File: src/rtl/aec_feeder.sv
// Front end of the arithmetic expression calculator. Takes ASCII bytes over a
// valid/ready handshake, drops spaces, checks each character and the length,
// and holds one expression up to '='. The held expression is then sent to the
// calculator one character per cycle with no gaps, and no new input is taken
// until the calculator's result-valid arrives or the wait times out.
//
// state   | meaning
// --------+------------------------------------------------------------
// COLLECT | accepting bytes into the buffer
// DROP    | expression rejected; discarding bytes up to the next '='
// SEND    | sending the buffered chars to the calculator
// WAIT    | waiting for the calculator's result-valid, or the timeout
module aec_feeder #(
    parameter int DEPTH   = 16,
    parameter int TIMEOUT = 64
) (
    input  logic       clk,
    input  logic       rst,
    input  logic       in_valid,
    input  logic [7:0] in_data,
    output logic       in_ready,
    output logic [7:0] ascii_out,
    output logic       ready_out,
    input  logic       aec_valid,
    output logic       err,
    output logic       busy
);
    localparam int CW = $clog2(DEPTH + 1);
    localparam int TW = $clog2(TIMEOUT + 1);
    localparam int AW = (DEPTH > 1) ? $clog2(DEPTH) : 1;
    localparam logic [CW-1:0] LAST_SLOT = CW'(DEPTH - 1);
    localparam logic [TW-1:0] TO_LAST   = TW'(TIMEOUT - 1);

    typedef enum logic [1:0] {COLLECT, DROP, SEND, WAIT} state_t;

    state_t        state, state_n;
    logic [CW-1:0] wr_cnt, wr_cnt_n;
    logic [CW-1:0] rd_idx, rd_idx_n;
    logic [TW-1:0] to_cnt, to_cnt_n;
    logic [7:0]    ascii_n;
    logic          ready_n;
    logic          err_n;
    logic          buf_we;
    logic [7:0]    buf_mem [DEPTH];

    logic accept;
    logic is_space;
    logic is_eq;
    logic is_legal;

    // The reset term keeps in_ready low while reset is held, even though the
    // state register already reads COLLECT during that time.
    assign in_ready = !rst && (state == COLLECT || state == DROP);
    assign accept   = in_valid && in_ready;
    assign is_space = (in_data == 8'h20);
    assign is_eq    = (in_data == 8'h3d);

    // Character classifier: digits, hex letters a-f, and the operators ( ) * + - =
    always_comb begin
        is_legal = 1'b0;
        if (in_data >= 8'h30 && in_data <= 8'h39)
            is_legal = 1'b1;
        else if (in_data >= 8'h61 && in_data <= 8'h66)
            is_legal = 1'b1;
        else if (in_data inside {8'h28, 8'h29, 8'h2a, 8'h2b, 8'h2d, 8'h3d})
            is_legal = 1'b1;
    end

    // Next-state and next-output logic
    always_comb begin
        state_n  = state;
        wr_cnt_n = wr_cnt;
        rd_idx_n = rd_idx;
        to_cnt_n = to_cnt;
        ascii_n  = 8'h00;
        ready_n  = 1'b0;
        err_n    = 1'b0;
        buf_we   = 1'b0;
        case (state)
            COLLECT: begin
                if (accept && !is_space) begin
                    if (!is_legal) begin
                        state_n = DROP;
                    end else if (is_eq) begin
                        if (wr_cnt == '0) begin
                            err_n = 1'b1;
                        end else begin
                            buf_we   = 1'b1;
                            wr_cnt_n = wr_cnt + CW'(1);
                            rd_idx_n = '0;
                            state_n  = SEND;
                        end
                    end else if (wr_cnt == LAST_SLOT) begin
                        // The last slot is kept for the '='.
                        state_n = DROP;
                    end else begin
                        buf_we   = 1'b1;
                        wr_cnt_n = wr_cnt + CW'(1);
                    end
                end
            end
            DROP: begin
                if (accept && is_eq) begin
                    err_n    = 1'b1;
                    wr_cnt_n = '0;
                    state_n  = COLLECT;
                end
            end
            SEND: begin
                ascii_n  = buf_mem[rd_idx[AW-1:0]];
                ready_n  = 1'b1;
                rd_idx_n = rd_idx + CW'(1);
                if (rd_idx == wr_cnt - CW'(1)) begin
                    state_n  = WAIT;
                    to_cnt_n = '0;
                end
            end
            WAIT: begin
                to_cnt_n = to_cnt + TW'(1);
                if (aec_valid) begin
                    wr_cnt_n = '0;
                    state_n  = COLLECT;
                end else if (to_cnt == TO_LAST) begin
                    err_n    = 1'b1;
                    wr_cnt_n = '0;
                    state_n  = COLLECT;
                end
            end
            default: state_n = COLLECT;
        endcase
    end

    // State, counters and registered outputs
    always_ff @(posedge clk or posedge rst) begin
        if (rst) begin
            state     <= COLLECT;
            wr_cnt    <= '0;
            rd_idx    <= '0;
            to_cnt    <= '0;
            ascii_out <= 8'h00;
            ready_out <= 1'b0;
            err       <= 1'b0;
            busy      <= 1'b0;
        end else begin
            state     <= state_n;
            wr_cnt    <= wr_cnt_n;
            rd_idx    <= rd_idx_n;
            to_cnt    <= to_cnt_n;
            ascii_out <= ascii_n;
            ready_out <= ready_n;
            err       <= err_n;
            busy      <= (state == SEND || state == WAIT);
        end
    end

    // Expression buffer; its contents are not reset
    always_ff @(posedge clk) begin
        if (buf_we)
            buf_mem[wr_cnt[AW-1:0]] <= in_data;
    end
endmodule

File: config.mk
export PLATFORM = sky130hd
export DESIGN_NAME = aec_feeder
export DESIGN_NICKNAME = d
export VERILOG_FILES = /design/src/rtl/aec_feeder.sv
export SDC_FILE = /design/constraint.sdc
export NUM_CORES = 1
export LEC_CHECK = 0
export CORE_ASPECT_RATIO = 1.2
export CORE_UTILIZATION = 60
export CTS_CLUSTER_SIZE = 14
export DETAILED_ROUTE_END_ITERATION = 8
export PLACE_DENSITY = 0.78
export REMOVE_ABC_BUFFERS = 1
export SLEW_MARGIN = 20
export SYNTH_ARGS = -nofsm -noshare
export SYNTH_HDL_FRONTEND = slang
export SYNTH_SLANG_ARGS = --single-unit
File: constraint.sdc
create_clock -name clk -period 3.25 [get_ports clk]
set_clock_uncertainty 0.2 [all_clocks]
set_input_delay 0.65 -clock clk [delete_from_list [all_inputs] [get_ports clk]]
set_output_delay 0.65 -clock clk [all_outputs]
set_load 0.005 [all_outputs]
== Word level (Yosys, flattened, before mapping) ==
Memory sizes are Yosys's and may differ from the RTL's.
Index checks and enable logic that the tools add are counted.
Storage, ports and cells
  bits in registers: 30
  RAM bits: 128
  input port bits: 12
  logic and storage cells: 108
  memories kept: 1
Cells by class
  add/subtract/negate cells: 4
  $lt $le $gt $ge: 4
  equality and inequality tests: 24
  multiplexer cells: 47
  reduce and logical (&&, ||, !) cells: 20
Memory list
  buf_mem: words 16, bits a word 8, read ports 1, clocked after memory_dff 0, write ports 1, RTL line 44  | logic [7:0] buf_mem [DEPTH];
Operators by type and width (number)
  two-way mux 5 bit: 12
  == test 8 x 6 -> 1 bit (second input constant): 7
  two-way mux 1 bit: 19
  two-way mux 2 bit: 9
  case mux 5 bit (3 select lines): 1
  case mux 7 bit (2 select lines): 1
  adder 5 x 1 -> 5 bit (second input constant): 2
  case mux 5 bit (2 select lines): 1
  inequality test 3 bit (second input constant): 3
  greater-or-equal comparator 8 x 6 -> 1 bit (second input constant): 1
  greater-or-equal comparator 8 x 7 -> 1 bit (second input constant): 1
  less-or-equal comparator 8 x 6 -> 1 bit (second input constant): 1
  less-or-equal comparator 8 x 7 -> 1 bit (second input constant): 1
  two-way mux 8 bit: 1
  inequality test 2 bit (second input constant): 4
  case mux 2 bit (4 select lines): 1
  adder 7 x 1 -> 7 bit (second input constant): 1
  == test 7 x 6 -> 1 bit (second input constant): 1
  two-way mux 7 bit: 1
  AND reduction 7 bit: 1
  logical AND 1 bit: 6
  AND reduction 6 bit: 1
  nonzero test 6 bit: 1
  == test 5 x 4 -> 1 bit (second input constant): 1
  16 further kinds: 21

== Logic depth before layout (Yosys ltp) ==
Gate-level depths: netlist (run 1).
  depth in word-level cells: 10
  gate-level depth with buffers: 7

== Least setup slack after synthesis (run 1) ==
No wires, ideal clock.
  path kind: input -> register
  start: input port in_data[1]
  end: memory buf_mem[1][0] (enable)
  data arrival time: 2.656 ns
  setup slack: 0.011 ns
  cell stages on the path: 5
  buffers on the path: 0
  path through: or4b_4 nor2_1 mux2i_1 nand4_1 nor3_1
Between the ends
  longest elaborated chain between the ends: 10
  elaborated cells between the ends (all ways): 25
  those cells by class: 4 x order compare; 7 x eq/ne; 9 x mux; 5 x reduce/logical
Ends and longest elaborated chain
  start, declared: RTL line 20  | input logic [7:0] in_data,
  branches (longest 6 deep; another with greater-or-equal comparator 8 x 7 -> 1 bit)
  two-way mux 1 bit *: RTL line 81  | if (accept && !is_space) begin
  two-way mux 1 bit *: RTL line 79  | case (state)
  two-way mux 1 bit *: RTL line 158  | if (buf_we)
  two-way mux 1 bit (implied by the code) *: RTL line 159  | buf_mem[wr_cnt[AW-1:0]] <= in_data;
  end, declared: RTL line 44
Every way passes the cells marked *.

== Final worst setup path (run 1) ==
  start: input port in_data[7]
  end: memory buf_mem[5][4] (enable)
The elaborated chain is that of the path after synthesis.

==> metrics.txt, run 1 <==
dominant cells by area after synthesis=edfxtp_1 58%, mux4_2 14%, dfrtp_1 11%, ha_1 1.5%, nor2_1 1.1%; H-tree depth=4; CP dominant cell by count=buf_4; Area Overhead vs Synth=19.7%; CP startpoint kind=primary input; synth cell count leaders=128 x edfxtp_1, 40 x mux4_2, 30 x dfrtp_1; routed via count=3875; critical path data required time=3.18 ns; Synth Cell Area=6630 sq um; predominant post-synthesis flop cell=edfxtp_1; WS Path Type=in -> reg; Filler cells=607; register area share after synthesis=0.693; asr flop ratio synth=0.190; HPWL after detailed placement=9420 um; clk root buf=clkbuf_16; CP Data Arrival Time=2.96 ns; wire per inst=24.3 um; TritonCTS buffer count=17; routability cong.=0.936; Placed Instances=564; Slew headroom=0.553; # IOs=24; sw frac=0.215; Die Wd=97.9 um; die area=11500 sq um; P_leak=2.83 nW; CP Capture Type=flip-flop; wire length on met1=5920 um; PD cells=533 nW/um^2; top-area cell type share of the netlist area=0.580; multi-input logic area=1910 sq um; sequential share of power=0.519; Mapped Cells=379; Final Cycle Share=0.932; DIE HEIGHT=117 um; Internal Power=3.32 mW; share of post-route cells with drive strength above 1=0.285; Tmin final=3.03 ns; Total GRT Usage=0.281; Mean Syn Cell Area=17.5 sq um; nets@finish=474; Max VDD drop=0.522 mV; max_cap viols=0; largest net degree at the start of global routing=38; Core Area=10600 sq um; clock sink total=158; post-CTS sizing=0; DRC viols=0; Inserted Diodes=0; crit path buf inv count=4; Design Power=4.23 mW; vias in the first global route=3892; Pre-Repair DR Iteration Count=5; final cell count without fillers=596; Iter 0 DRT Violations=401; CP top delay family=simple AND/OR/NAND/NOR gates; Clock power frac=0.454; Max Slew Vio Count=0; crit path cell chain=clkdlybuf4s50_1, buf_4, or4b_2, o22ai_1, buf_4, nand4_1, nor2_1, buf_4; Overflow after GRT=0; met3 routed wirelength=1030 um; worst-path fanout max=6; min-delay worst type=reg -> reg; port bufs=23; CTS clk-pin slew, worst paths=0.06 ns; Yosys Warn Count=0; run status=finished clean; Met2 Wirelength=7110 um; Setup Buffers After CTS=0; CTS Buffer Depth=2; TritonCTS clock tree=yes; Worst path slowest cell=or4b_2; top-count cell post-synth=edfxtp_1; final hold violation count=0; Initial Util=0.624; Yosys reg bits=158; worst-skew pair later-pin latency=0.42 ns; final wirelength=14500 um; register area=4600 sq um; number of synthesized flops with an enable pin=128; Max Used Layer=met4; cts hold-fix bufs=0; Sw Pwr=907 uW; Yosys cell types=50; first-pass GRT wire length=22600 um; Antenna Nets Post-Route=0; row cnt=41; crit-path max cell delay=0.65 ns; initial antenna violation count=0; Comb pwr share=0.027; fmax=330 MHz; RSZ-0062 raised after global routing=false; largest area contributor in the netlist=edfxtp_1; DR vias/cell=6.50; final setup fails=0; Worst-Margin Slew=0.668 ns
## cells in the final DEF (no fill, tap or decap), types with 8 or more instances in the layout
master,instances
clkdlybuf4s50_1,23
clkbuf_16,17
mux4_2,40
ha_1,8
and2_1,8
edfxtp_1,128
buf_4,49
o21ai_0,13
inv_1,12
nor2_1,20
nand2_1,11
dfrtp_1,29
## flip-flops by register name, summed over array words and instances, names as in the netlist
signal     cells
to_cnt         7
wr_cnt         5
busy           1
rd_idx         5
ready_out      1
buf_mem      128
ascii_out      8
state          2
err            1
## cell type report
class	instances	share of cell area
clock buffers	18	0.0541
clock inverters	14	0.0191
repair buffers	74	0.0804
well taps	129	0.0203
flip-flops and latches	158	0.579
inverters	12	0.00568
multi-input cells	191	0.241
## worst paths after layout
path	from	end	slack (ns)	cells past startpoint
setup / recovery	in_data[7]	buf_mem[5][4]	0.22	8
hold / removal	rd_idx[4]	rd_idx[4]	0.31	1
setup reg to reg	wr_cnt[0]	wr_cnt[3]	0.59	9
hold reg to reg	rd_idx[4]	rd_idx[4]	0.31	1
max in group asynchronous	rst	rd_idx[0]	1.68	3
min in group asynchronous	rst	to_cnt[6]	0.49	2
## power groups by stage
stage / Combinational, mW / Sequential (mW) / Clock, mW
2_1_floorplan: 0.0356 / 2.24 / 0
3_3_place_gp: 0.108 / 2.24 / 0
3_5_place_dp: 0.111 / 2.24 / 0
4_1_cts: 0.113 / 2.19 / 1.94
5_1_grt: 0.123 / 2.19 / 2.02
6_report: 0.114 / 2.19 / 1.92
## kinds of logic after synthesis
group / share of synthesized area
mux: 0.148
flops: 0.693
compound gates: 0.0478
simple gates: 0.0687
xor+xnor: 0.00925
fa+ha+maj: 0.0151
buf+inv: 0.0179
## routing by layer
layer,global-route usage,vias to the layer above
met3,0.0695,41
li1,-,1672
met1,0.374,1970
met2,0.449,192
met4,0.122,0
met5,0,-
## through the flow
stage | TNS (ns) | utilization | setup WS [ns] | hold WS, ns | area (sq um)
3_3_place_gp | -13.15 | 0.693 | -0.200 | 0.299 | 7350
5_1_grt | 0 | 0.747 | 0.158 | 0.329 | 7940
2_1_floorplan | 0 | - | 0.0108 | 0.265 | 6550
4_1_cts | 0 | 0.747 | 0.240 | 0.318 | 7940
3_5_place_dp | -17.43 | 0.693 | -0.206 | 0.309 | 7350
6_report | 0 | 0.747 | 0.222 | 0.311 | 7940
Power figures use the tool's default switching activity.
==> inputs of run 2 (changes only) <==
--- a/config.mk
+++ b/config.mk
@@ -5,6 +5,7 @@
 export SDC_FILE = /design/constraint.sdc
 export NUM_CORES = 1
 export LEC_CHECK = 0
+export CAP_MARGIN = 20
 export CORE_ASPECT_RATIO = 1.2
 export CORE_UTILIZATION = 60
 export CTS_CLUSTER_SIZE = 14
==> results of run 2 <==
The final DEF is identical to that of run 1; final timing and power are the same.
